===== src/rtl/fshift_lpf_ctrl.sv =====
// Frequency-shift NCO phase source and LPF coefficient reload controller.
// Gates the IQ stream off while a new FIR coefficient set is streamed out.
module fshift_lpf_ctrl #(
  parameter int PHASE_WIDTH      = 24,
  parameter int SCALING_WIDTH    = 18,
  parameter int COEFF_WIDTH      = 16,
  parameter int NUM_COEFFS       = 128,
  parameter int SYMMETRIC_COEFFS = 1
) (
  input  logic                     clk,
  input  logic                     reset,
  input  logic                     cfg_wr_en,
  input  logic [1:0]               cfg_addr,
  input  logic [31:0]              cfg_wr_data,
  input  logic                     s_tvalid,
  output logic                     s_tready,
  output logic                     m_tvalid,
  input  logic                     m_tready,
  output logic [PHASE_WIDTH-1:0]   phase_tdata,
  output logic                     phase_tvalid,
  input  logic                     phase_tready,
  output logic [SCALING_WIDTH-1:0] scaling_tdata,
  output logic [COEFF_WIDTH-1:0]   coeff_out,
  output logic                     reload_tvalid,
  output logic                     reload_tlast,
  output logic                     busy,
  output logic                     cfg_err
);

  localparam int NLOAD =
    (SYMMETRIC_COEFFS == 1) ? NUM_COEFFS / 2 : NUM_COEFFS;
  localparam int AW = (NLOAD > 1) ? $clog2(NLOAD) : 1;
  localparam int CW = $clog2(NLOAD + 1);
  localparam logic [AW-1:0] LAST_IDX = AW'(NLOAD - 1);
  localparam logic [CW-1:0] FULL_CNT = CW'(NLOAD);

  typedef enum logic [1:0] {
    IDLE   = 2'd0,
    RELOAD = 2'd1,
    RUN    = 2'd2
  } state_e;

  // Async assert, 2-flop synchronized release.
  logic [1:0] rsync_q;
  logic       rst_n;

  always_ff @(posedge clk or negedge reset) begin
    if (!reset) rsync_q <= '0;
    else        rsync_q <= {rsync_q[0], 1'b1};
  end

  assign rst_n = rsync_q[1];

  logic wr_ph, wr_scl, wr_coef, wr_ctrl;

  always_comb begin
    wr_ph   = 1'b0;
    wr_scl  = 1'b0;
    wr_coef = 1'b0;
    wr_ctrl = 1'b0;
    if (cfg_wr_en) begin
      unique case (cfg_addr)
        2'd0: wr_ph   = 1'b1;
        2'd1: wr_scl  = 1'b1;
        2'd2: wr_coef = 1'b1;
        2'd3: wr_ctrl = 1'b1;
        default: ;
      endcase
    end
  end

  state_e                   state_q, state_d;
  logic [AW-1:0]            rd_ptr_q, rd_ptr_d;
  logic [AW-1:0]            wr_ptr_q, wr_ptr_d;
  logic [CW-1:0]            cnt_q, cnt_d;
  logic [PHASE_WIDTH-1:0]   acc_q, acc_d;
  logic [PHASE_WIDTH-1:0]   inc_q, inc_d;
  logic [SCALING_WIDTH-1:0] scl_q, scl_d;
  logic                     en_q, en_d;
  logic                     neg_q, neg_d;
  logic                     start_q, start_d;
  logic                     err_q, err_d;
  logic [COEFF_WIDTH-1:0]   coef_q [NLOAD];

  logic is_reload, is_run, last, full, start_bad;

  assign is_reload = (state_q == RELOAD);
  assign is_run    = (state_q == RUN);
  assign last      = is_reload && (rd_ptr_q == LAST_IDX);
  assign full      = (cnt_q == FULL_CNT);

  always_comb begin
    state_d   = state_q;
    start_bad = 1'b0;
    unique case (state_q)
      IDLE: begin
        if (start_q && full)  state_d = RELOAD;
        else if (start_q)     start_bad = 1'b1;
        else if (en_q)        state_d = RUN;
      end
      RUN: begin
        if (start_q && !full) start_bad = 1'b1;
        if (start_q && full)  state_d = RELOAD;
        else if (!en_q)       state_d = IDLE;
      end
      RELOAD: begin
        if (last) state_d = en_q ? RUN : IDLE;
      end
      default: state_d = IDLE;
    endcase
  end

  always_comb begin
    rd_ptr_d = (is_reload && !last) ? rd_ptr_q + AW'(1) : '0;
    wr_ptr_d = wr_ptr_q;
    cnt_d    = cnt_q;
    if (last) begin
      wr_ptr_d = '0;
      cnt_d    = '0;
    end else if (wr_coef && !is_reload) begin
      wr_ptr_d = (wr_ptr_q == LAST_IDX) ? '0 : wr_ptr_q + AW'(1);
      if (!full) cnt_d = cnt_q + CW'(1);
    end

    acc_d = acc_q;
    if (wr_ctrl && cfg_wr_data[2]) acc_d = '0;
    else if (is_run && phase_tready)
      acc_d = neg_q ? acc_q - inc_q : acc_q + inc_q;

    // A new error wins over a same-cycle clear.
    err_d = err_q;
    if (start_bad || (wr_coef && is_reload)) err_d = 1'b1;
    else if (wr_ctrl && cfg_wr_data[4])      err_d = 1'b0;

    start_d = wr_ctrl && cfg_wr_data[0];
    en_d    = wr_ctrl ? cfg_wr_data[1] : en_q;
    neg_d   = wr_ctrl ? cfg_wr_data[3] : neg_q;
    inc_d   = wr_ph  ? cfg_wr_data[PHASE_WIDTH-1:0]   : inc_q;
    scl_d   = wr_scl ? cfg_wr_data[SCALING_WIDTH-1:0] : scl_q;
  end

  always_ff @(posedge clk or negedge rst_n) begin
    if (!rst_n) begin
      state_q  <= IDLE;
      rd_ptr_q <= '0;
      wr_ptr_q <= '0;
      cnt_q    <= '0;
      acc_q    <= '0;
      inc_q    <= '0;
      scl_q    <= '0;
      en_q     <= 1'b0;
      neg_q    <= 1'b0;
      start_q  <= 1'b0;
      err_q    <= 1'b0;
    end else begin
      state_q  <= state_d;
      rd_ptr_q <= rd_ptr_d;
      wr_ptr_q <= wr_ptr_d;
      cnt_q    <= cnt_d;
      acc_q    <= acc_d;
      inc_q    <= inc_d;
      scl_q    <= scl_d;
      en_q     <= en_d;
      neg_q    <= neg_d;
      start_q  <= start_d;
      err_q    <= err_d;
    end
  end

  always_ff @(posedge clk) begin
    if (wr_coef && !is_reload)
      coef_q[wr_ptr_q] <= cfg_wr_data[COEFF_WIDTH-1:0];
  end

  assign s_tready      = m_tready & is_run;
  assign m_tvalid      = s_tvalid & is_run;
  assign phase_tvalid  = is_run;
  assign phase_tdata   = acc_q;
  assign scaling_tdata = scl_q;
  assign coeff_out     = is_reload ? coef_q[rd_ptr_q] : '0;
  assign reload_tvalid = is_reload;
  assign reload_tlast  = last;
  assign busy          = is_reload;
  assign cfg_err       = err_q;

  logic unused_wdata;
  assign unused_wdata = ^cfg_wr_data;

endmodule


===== config.mk =====
export PLATFORM = sky130hd
export DESIGN_NAME = fshift_lpf_ctrl
export DESIGN_NICKNAME = d
export VERILOG_FILES = /design/src/rtl/fshift_lpf_ctrl.sv
export SDC_FILE = /design/constraint.sdc
export NUM_CORES = 1
export LEC_CHECK = 0
export BUFFER_PORTS_ARGS = -buffer_cell sky130_fd_sc_hd__buf_2
export CORE_MARGIN = 3
export CORE_UTILIZATION = 30
export DETAILED_ROUTE_END_ITERATION = 10
export GPL_TIMING_DRIVEN = 0
export REMOVE_ABC_BUFFERS = 1
export SLEW_MARGIN = 20
export SYNTH_ARGS = -nofsm -noshare
export SYNTH_HDL_FRONTEND = slang
export SYNTH_SLANG_ARGS = --single-unit

===== constraint.sdc =====
create_clock -name clk -period 3.3 [get_ports clk]
set_input_delay 0.165 -clock clk [delete_from_list [all_inputs] [get_ports clk]]
set_output_delay 0.165 -clock clk [all_outputs]
set_load 0.02 [all_outputs]

# Word level (Yosys, flattened, before mapping)

Memories as Yosys holds them, arrays and structs flattened.
Cells that the tools add are included.
W data, S select, Z words.

Multiplexer cells: 35
Add/subtract/negate cells: 5
Equality and inequality tests: 13
Bitwise gates (word level): 2
Reduce and logical (&&, ||, !) cells: 21

Operator list:

| operator              | number |
|---|---|
| $mux W24              | 3 |
| $add A24 B24 Y24      | 1 |
| $mux W6               | 4 |
| $sub A24 B24 Y24      | 1 |
| $mux W7               | 3 |
| $mux W16              | 1 |
| $mux W1               | 15 |
| $mux W2               | 7 |
| $add A6 B1 Y6 const B | 2 |
| $eq A6 B6 Y1 const B  | 2 |
| $logic_and A1 B1 Y1   | 10 |
| $add A7 B1 Y7 const B | 1 |
| $eq A7 B7 Y1 const B  | 1 |
| $eq A2 B2 Y1 const B  | 3 |
| $ne A3 B3 Y1 const B  | 2 |
| $pmux W2 S3           | 1 |
| $reduce_bool A2 Y1    | 3 |
| $eq A2 B1 Y1 const B  | 2 |
| $logic_not A2 Y1      | 2 |
| $reduce_and A4 Y1     | 1 |
| $logic_not A1 Y1      | 3 |
| $ne A3 B2 Y1 const B  | 1 |
| $and A1 B1 Y1         | 2 |
| $ne A2 B1 Y1 const B  | 1 |
| other kinds (4)       | 4 |

Input bits: 40
Bits in writable memories: 1024
Logic and storage cells: 89
Memories: 1
Output and inout bits: 65
Bits in registers: 93

Memory list:

| name   | depth | bits a word | rd ports | clocked after memory_dff | wr ports | line | text |
|---|---|---|---|---|---|---|---|
| coef_q | 64    | 16          | 1        | 0                        | 1        | 83   | `logic [COEFF_WIDTH-1:0] coef_q [NLOAD];` |

# Depth between registers and ports, before layout

Gate-level depths: netlist of run 1.

Depth after elaboration: 7
Mapped depth: 17
Gate-level depth less buffers: 16

# Worst setup path before layout of run 1

Ideal clock, no wire load.

Path type: register to register
From: reg inc_q[7]
To: reg acc_q[23] (netlist: phase_tdata[23])
Setup time: 0.070 ns
Buffers on the path: 1
Required time: 3.230 ns
Period minus slack after synthesis: 3.559 ns
Arrival time: 3.489 ns
Stages on the path, launching flop included: 16
Setup slack: -0.259 ns
Path through: dfrtp_1 > or4_4 > nor4_1 > nand2_1 > nor2_1 > a21oi_1 > xnor2_1 > ha_1 > clkbuf_1 > nand2_1 > nand2_1 > a21o_1 > a221oi_1 > o31ai_1 > or4_1 > nand3_1

Longest elaborated chain between the ends: 4
Elaborated cells between the ends (all ways): 5
Classes of those cells: add/sub: 2; mux: 3

Ends and longest elaborated chain:

| what                                                 | line | text |
|---|---|---|
| start: declaration                                   | 77   | `logic [PHASE_WIDTH-1:0] inc_q, inc_d;` |
| start signal: assignment                             | 161  | `inc_q <= inc_d;` |
| $add A24 B24 Y24 or $sub A24 B24 Y24 (tied branches) | 128  | `acc_d = neg_q ? acc_q - inc_q : acc_q + inc_q;` |
| $mux W24 *                                           | 128  |  |
| $mux W24 *                                           | 127  | `else if (is_run && phase_tready)` |
| $mux W24 *                                           | 126  | `if (wr_ctrl && cfg_wr_data[2]) acc_d = '0;` |
| end signal: assignment                               | 148  | `acc_q <= '0;` |
| end signal: assignment                               | 160  | `acc_q <= acc_d;` |
| end: declaration                                     | 76   | `logic [PHASE_WIDTH-1:0] acc_q, acc_d;` |

Every way passes the cells marked *; elsewhere a longest branch is shown, timed or not. The select of a mux whose other input is x is not followed.
A chain may end at the register's enable or synchronous reset.

# Final worst setup path of run 1

From: reg rd_ptr_q[0]
To: out coeff_out[1]

Longest elaborated chain between the ends: 2

Ends and longest elaborated chain:

| what                     | line | text |
|---|---|---|
| start: declaration       | 73   | `logic [AW-1:0] rd_ptr_q, rd_ptr_d;` |
| start signal: assignment | 157  | `rd_ptr_q <= rd_ptr_d;` |
| $mem_v2 Z64 W16          | n/a  |  |
| $mux W16                 | 180  | `assign coeff_out = is_reload ? coef_q[rd_ptr_q] : '0;` |
| end: declaration         | 23   | `output logic [COEFF_WIDTH-1:0] coeff_out,` |

No other way between the ends.

==> results of run 1 <==
[sequential cells by signal (all words and copies together), names as in the netlist]
| signal | cells |
|---|---|
| rd_ptr_q | 6 |
| inc_q | 24 |
| coef_q | 1024 |
| en_q | 1 |
| cnt_q | 7 |
| wr_ptr_q | 6 |
| scaling_tdata | 18 |
| rsync_q | 2 |
| phase_tdata | 24 |
| start_q | 1 |
| cfg_err | 1 |
| state_q | 2 |
| neg_q | 1 |
[per-layer routing]
layer / up-vias / global-route usage [%]
met4: 0 / 3.98
met5: - / 0
met2: 905 / 24.1
met3: 166 / 2.07
met1: 12300 / 20.3
li1: 9491 / -
[cells in the final DEF (no fill, tap or decap), drive strengths merged, types with 37 or more instances in the layout]
| master | Yosys | final |
|---|---|---|
| edfxtp | 1024 | 1024 |
| mux4 | 320 | 320 |
| buf | 48 | 302 |
| clkbuf | 60 | 161 |
| nor2 | 112 | 112 |
| dfrtp | 93 | 93 |
| nand2 | 68 | 68 |
| mux2 | 42 | 42 |
| clkinv | 1 | 40 |
| o21ai | 39 | 39 |
| xnor2 | 37 | 37 |
[power groups by stage]
stage          logic [mW]  clock network (mW)  registers, mW
2_1_floorplan        1.96                   0           16.6
3_3_place_gp         3.02                   0           16.4
3_5_place_dp         3.24                   0           16.4
4_1_cts              3.78                12.8           16.1
5_1_grt              4.80                13.4           16.2
6_report             4.50                12.5           16.2
[worst max-delay path, stage by stage (launching register included)]
cell and delay, ns:
dfrtp_4 0.51, buf_6 0.14, buf_12 0.12, buf_16 0.13
buf_12 0.15, buf_16 0.15, mux4_2 0.43, mux4_2 0.61
mux2i_1 0.26, o22ai_1 0.12, buf_4 0.22
[timing repair]
| action | in CTS | in global routing |
|---|---|---|
| gates cloned | 16 | 2 |
| setup buffers | 95 | 60 |
| endpoints found under the setup margin | 1056 | 435 |
| hold endpoints to repair | 47 | 0 |
| pin swaps | 72 | 67 |
| gates resized for setup | 192 | 82 |
| hold buffers | 16 | 0 |
[layout make-up]
cell class	count	area [um2]	share of cell area, %
antenna	1	2.50	0.00450
clock inverter	55	548	0.986
clock buffer	159	3110	5.60
inverter	17	65.1	0.117
tap	1917	2400	4.32
timing repair buffer	324	3980	7.16
multi-input combinational	879	12400	22.3
sequential	1117	33100	59.6
[logic make-up (layout without fill, tap and decap cells)]
group	Yosys count	in the layout
AND/OR/NAND/NOR	268	268
buffers and inverters	125	555
flip-flops	1117	1117
multiplexers	395	395
XOR/XNOR	51	51
adder cells (fa/ha/maj)	30	30
other	1	2
AO/OA/AOI/OAI	134	134
[worst max-delay path by stage]
stage                                     start                     endpoint  slack [ns]  depth (start not counted)
after floorplan           rd_ptr_q[0]$_DFF_PN0_      wr_ptr_q[5]$_DFFE_PN0P_       -8.86                          8
after global placement    rd_ptr_q[0]$_DFF_PN0_                coeff_out[14]      -13.35                          6
after detailed placement   inc_q[7]$_DFFE_PN0P_  phase_tdata[23]$_DFFE_PN0P_       -0.84                         14
after CTS                 rd_ptr_q[0]$_DFF_PN0_                 coeff_out[3]       -0.44                         10
after global routing       inc_q[4]$_DFFE_PN0P_  phase_tdata[21]$_DFFE_PN0P_       -0.46                         16
final                     rd_ptr_q[0]$_DFF_PN0_                 coeff_out[1]       -0.39                         10
==> metrics.txt, run 1 <==
total power 33.2 mW; PnR worst setup slack -0.391 ns; RR Startpoint inc_q[4]$_DFFE_PN0P_; maximum buffer depth of the clock tree 3; initial antenna violation count 2; count leader, synth edfxtp_1; max-capacitance violation count 0; final WL 114000 um; vias in the first global route 23.4k; Layout fillers 12.8k; Synth Flop Type edfxtp_1; Inst Count DP 4066; gr usage total 14.6%; VDD IR max 0.000649 V; Slew Limit Headroom 34.0%; period utilization 112%; r2r setup slk -0.37 ns; clock-pin transition on the worst setup and hold timing paths 0.06 ns; number of cell rows 140; grt ovf 0; status complete, but fails checks; DPL Wire Length 63500 um; synthesized instance count 2121; total CTS buffers 114; Async SR Flop Fraction 8.33%; clock sink count 1117; CTS root buf clkbuf_16; largest net degree at the start of global routing 69; Vias 22.9k; Initial Utilization 30.4%; Clock power frac 37.7%; Leakage 17.3 nW; hold path startpoint cfg_wr_data[3]; first-pass GRT wire length 163000 um; Fin Setup TNS -5.92 ns; clock skew 0.0461 ns; Synth top area share 69.0%; Worst R2R End phase_tdata[21]$_DFFE_PN0P_; top cell type by total area after synthesis edfxtp_1; drt wl/cell 25.5 um; uppermost layer routed met4; Worst Hold Class input pin to register; Comb pwr share 13.6%; Mapped Area 0.0446 mm2; register area share after synthesis 74.2%; Worst Reg2Reg Path Length in Cells 16; TritonCTS clock tree built; failing checks setup timing; Placed Area 0.0482 mm2; final std cells w/o fill 4469; DR pass1 iterations 8; RePlAce Congestion 0.874; Max Slew Vio Count 0; hold depth 1; routed wl met3 7690 um; most instantiated cells after synthesis edfxtp_1, mux4_2, nor2_1, dfrtp_1, nand2_1; I/O pin count 105; CP Launch Type register; Place WS -0.838 ns; met2 WL 56100 um; largest family of logic cells by synthesized area multiplexers; Switch Pwr 8.29 mW; fin area 0.0556 mm2; PD cells 598 mW/mm2; sequential share of power 48.7%; worst hold slack 0.0567 ns; drt drc 0; EDFF count, synth 1024; mux cell area share after synthesis 18.0%; CP Max Fanout 7; element type at the critical path end output pin; hold endpoint coef_q[50][3]$_DFFE_PP_; Post-Synth Simple-Gate Area 2.75%; #FFs+latches synth 1117; Setup CP Type register to output pin; Max Fclk 271 MHz; min cycle time layout 3.69 ns; CP Data Required Time 3.13 ns; die height 391 um; Final Hold Viols 0; Antenna Violating Nets Remaining 0; area share of fa/ha/maj cells after synthesis 0.859%; synth top area cells edfxtp_1, mux4_2, dfrtp_1; unrepaired setup endpoints after global routing yes; WP data arrival 3.53 ns; mean post-synth cell area 21.0 um2; nets@finish 2523; Layout Area Growth over Synthesis 24.7%; average vias per placed instance 5.12; Worst-Margin Slew 0.987 ns; Chip Width 391 um; Netlist cell types 63; sw frac 25.0%; final setup vio count 24; Port Buf Inserts 96; core area 0.147 mm2; number of DRC markers in iteration 0 2756; share of cells above drive strength 1 40.1%; die footprint 0.153 mm2; Final Util 37.9%; xor/xnor cell area share of the yosys netlist 1.02%; Routed met1 length 47300 um; Yosys Warn Count 0; Compound-Gate Fraction of Synth Area 1.86%; clock latency on the worst-skew pair 0.70 ns; Internal 24.9 mW; CTS HTree Levels 3
No activity file was read; power rests on OpenSTA's default activity.
==> run 2, diff against run 1 <==
==> constraint.sdc (replaced) <==
create_clock -name clk -period 3.3 [get_ports clk]
set_input_delay 0.165 -clock clk [delete_from_list [all_inputs] [get_ports clk]]
set_output_delay 0.165 -clock clk [all_outputs]
set_load 0.05 [all_outputs]
==> metrics.txt, run 2 (synthesis gave the netlist of run 1 again) <==
drt wl/cell 25.6 um (+0.55%); maximum buffer depth of the clock tree 3 (unchanged); CP Max Fanout 4 (-3); Place WS -0.838 ns (unchanged); Final Hold Viols 0 (unchanged); max-capacitance violation count 0 (unchanged); total CTS buffers 114 (unchanged); clock latency on the worst-skew pair 0.70 ns (about the same); Fin Setup TNS -4.44 ns (+1.47 ns); number of DRC markers in iteration 0 2605 (-5.5%); Worst path max stage delay 0.58 ns (-0.03 ns); fin area 0.0553 mm2 (-0.47%); die footprint 0.153 mm2 (unchanged); total power 33.5 mW (+0.84%); share of cells above drive strength 1 39.5% (-0.54 points); final setup vio count 23 (-4.2%); PD cells 605 mW/mm2 (+1.3%); CP Data Required Time 3.81 ns (+0.68 ns); I/O pin count 105 (unchanged); Largest Register coef_q; CP Cell Sequence or4_4 > nor4_4 > nand2_1 > nor2_2 > a21oi_2 > xnor2_2 > ha_4 > buf_6 > nand2_2 > o211ai_1 > a211oi_2 > o31ai_2 > a31oi_2 > xnor2_1 > o21ai_1; PnR worst setup slack -0.282 ns (+0.109 ns); gr usage total 14.5% (-0.076 points); DPL Wire Length 63500 um (unchanged); vias in the first global route 23.4k (-0.25%); drt drc 0 (unchanged); WP data arrival 4.09 ns (+0.56 ns); Max Fclk 279 MHz (+3.0%); n_diodes 0 (-1); Layout Area Growth over Synthesis 24.2%; Port Buf Inserts 96 (unchanged); Chip Width 391 um (unchanged); Vias 22.7k (-0.70%); element type at the critical path end register; Leakage 17.2 nW (-0.86%); final WL 114000 um (about the same); die height 391 um (unchanged); Largest register FFs 1024 (unchanged); period utilization 109% (-3.3 points); nets@finish 2497 (-1.0%); Antenna Violating Nets Remaining 0 (unchanged); Layout fillers 12.8k (+0.30%); average vias per placed instance 5.11 (about the same); Setup CP Type register to register; RePlAce Congestion 0.874 (unchanged); first-pass GRT wire length 163000 um (-0.47%); CP Launch Type register; min cycle time layout 3.58 ns (-0.109 ns); CTS HTree Levels 3 (unchanged); failing checks setup timing; CTS root buf clkbuf_16; number of cell rows 140 (unchanged); commonest non-fill, non-tap cell in the layout edfxtp_1; DR pass1 iterations 5 (-3); clock skew 0.0489 ns (+0.00278 ns); Worst Hold Class input pin to register; Worst-Margin Slew 0.925 ns (-0.0617 ns); Max Slew Vio Count 0 (unchanged); commonest cells after routing, fill and taps aside edfxtp_1, mux4_2, clkbuf_16; largest net degree at the start of global routing 69 (unchanged); Slew Limit Headroom 38.1% (+4.1 points); status complete, but fails checks; Placed Area 0.0482 mm2 (unchanged); clock-pin transition on the worst setup and hold timing paths 0.07 ns (about the same); clock sink count 1117 (unchanged); TritonCTS clock tree built; unrepaired setup endpoints after global routing yes; CP max stage cell or4_4; VDD IR max 0.000651 V (+0.38%); core area 0.147 mm2 (unchanged); initial antenna violation count 2 (unchanged); grt ovf 0 (unchanged); Initial Utilization 30.4% (unchanged)
## run 2: layout make-up
cell class              instances  area, um2  area share (%)
flip-flops and latches       1117      33100            59.8
repair buffers                298       3770            6.81
well taps                    1917       2400            4.34
clock buffers                 159       3110            5.63
inverters                      17       65.1           0.118
multi-input cells             879      12300            22.3
clock inverters                55        548           0.991
## run 2: layer usage
metal / up-vias / GRT usage (%) / part of all wire [%] / routed length (um)
li1: 9452 / - / - / -
met1: 12100 / 20.0 / 41 / 46900
met2: 991 / 24.1 / 49 / 55900
met3: 157 / 2.26 / 7.5 / 8520
met4: 0 / 3.88 / 2.2 / 2470
met5: - / 0 / 0 / 0
## run 2: where the power goes
part	switching (mW)	leakage, nW	internal (mW)
clock	5.32	1.77	7.22
combinational	2.97	5.05	1.82
sequential	0.378	10.3	15.8
total	8.67	17.2	24.8
## run 2: worst paths after layout
path,depth (start not counted),end,slack [ns],from
hold / removal,1,coef_q[29][14]$_DFFE_PP_,0.05,cfg_wr_data[14]
min in group asynchronous,0,scaling_tdata[13]$_DFFE_PN0P_,0.10,rsync_q[1]$_DFF_PN0_
hold reg to reg,0,scaling_tdata[13]$_DFFE_PN0P_,0.10,rsync_q[1]$_DFF_PN0_
setup / recovery,15,phase_tdata[21]$_DFFE_PN0P_,-0.28,inc_q[4]$_DFFE_PN0P_
max in group asynchronous,2,rd_ptr_q[3]$_DFF_PN0_,2.41,rsync_q[1]$_DFF_PN0_
setup reg to reg,15,phase_tdata[21]$_DFFE_PN0P_,-0.28,inc_q[4]$_DFFE_PN0P_
## run 2: per-stage QoR
step	utilization, %	hold WS [ns]	instances
after floorplan	-	-0.131	2013
after global placement	32.0	-0.0497	4026
after detailed placement	32.9	-0.0491	4066
after CTS	37.1	0.0138	4400
after global routing	37.7	0.0491	4442
final	37.7	0.0502	4442
## run 2: critical path: cells and delay by family, from the launching register on
family | cells | cell delay, ns
compound gates | 6 | 1.00
xor+xnor | 2 | 0.36
fa+ha+maj | 1 | 0.31
buf+inv | 1 | 0.11
flops | 1 | 0.39
simple gates | 5 | 1.22
## run 2: repair_timing
item,4_1_cts,5_1_grt
pin swaps,86,45
setup buffers,92,28
hold buffers,15,0
resized for setup,195,74
setup endpoints to repair,1056,90
gates cloned,13,14
endpoints found under the hold margin,46,0
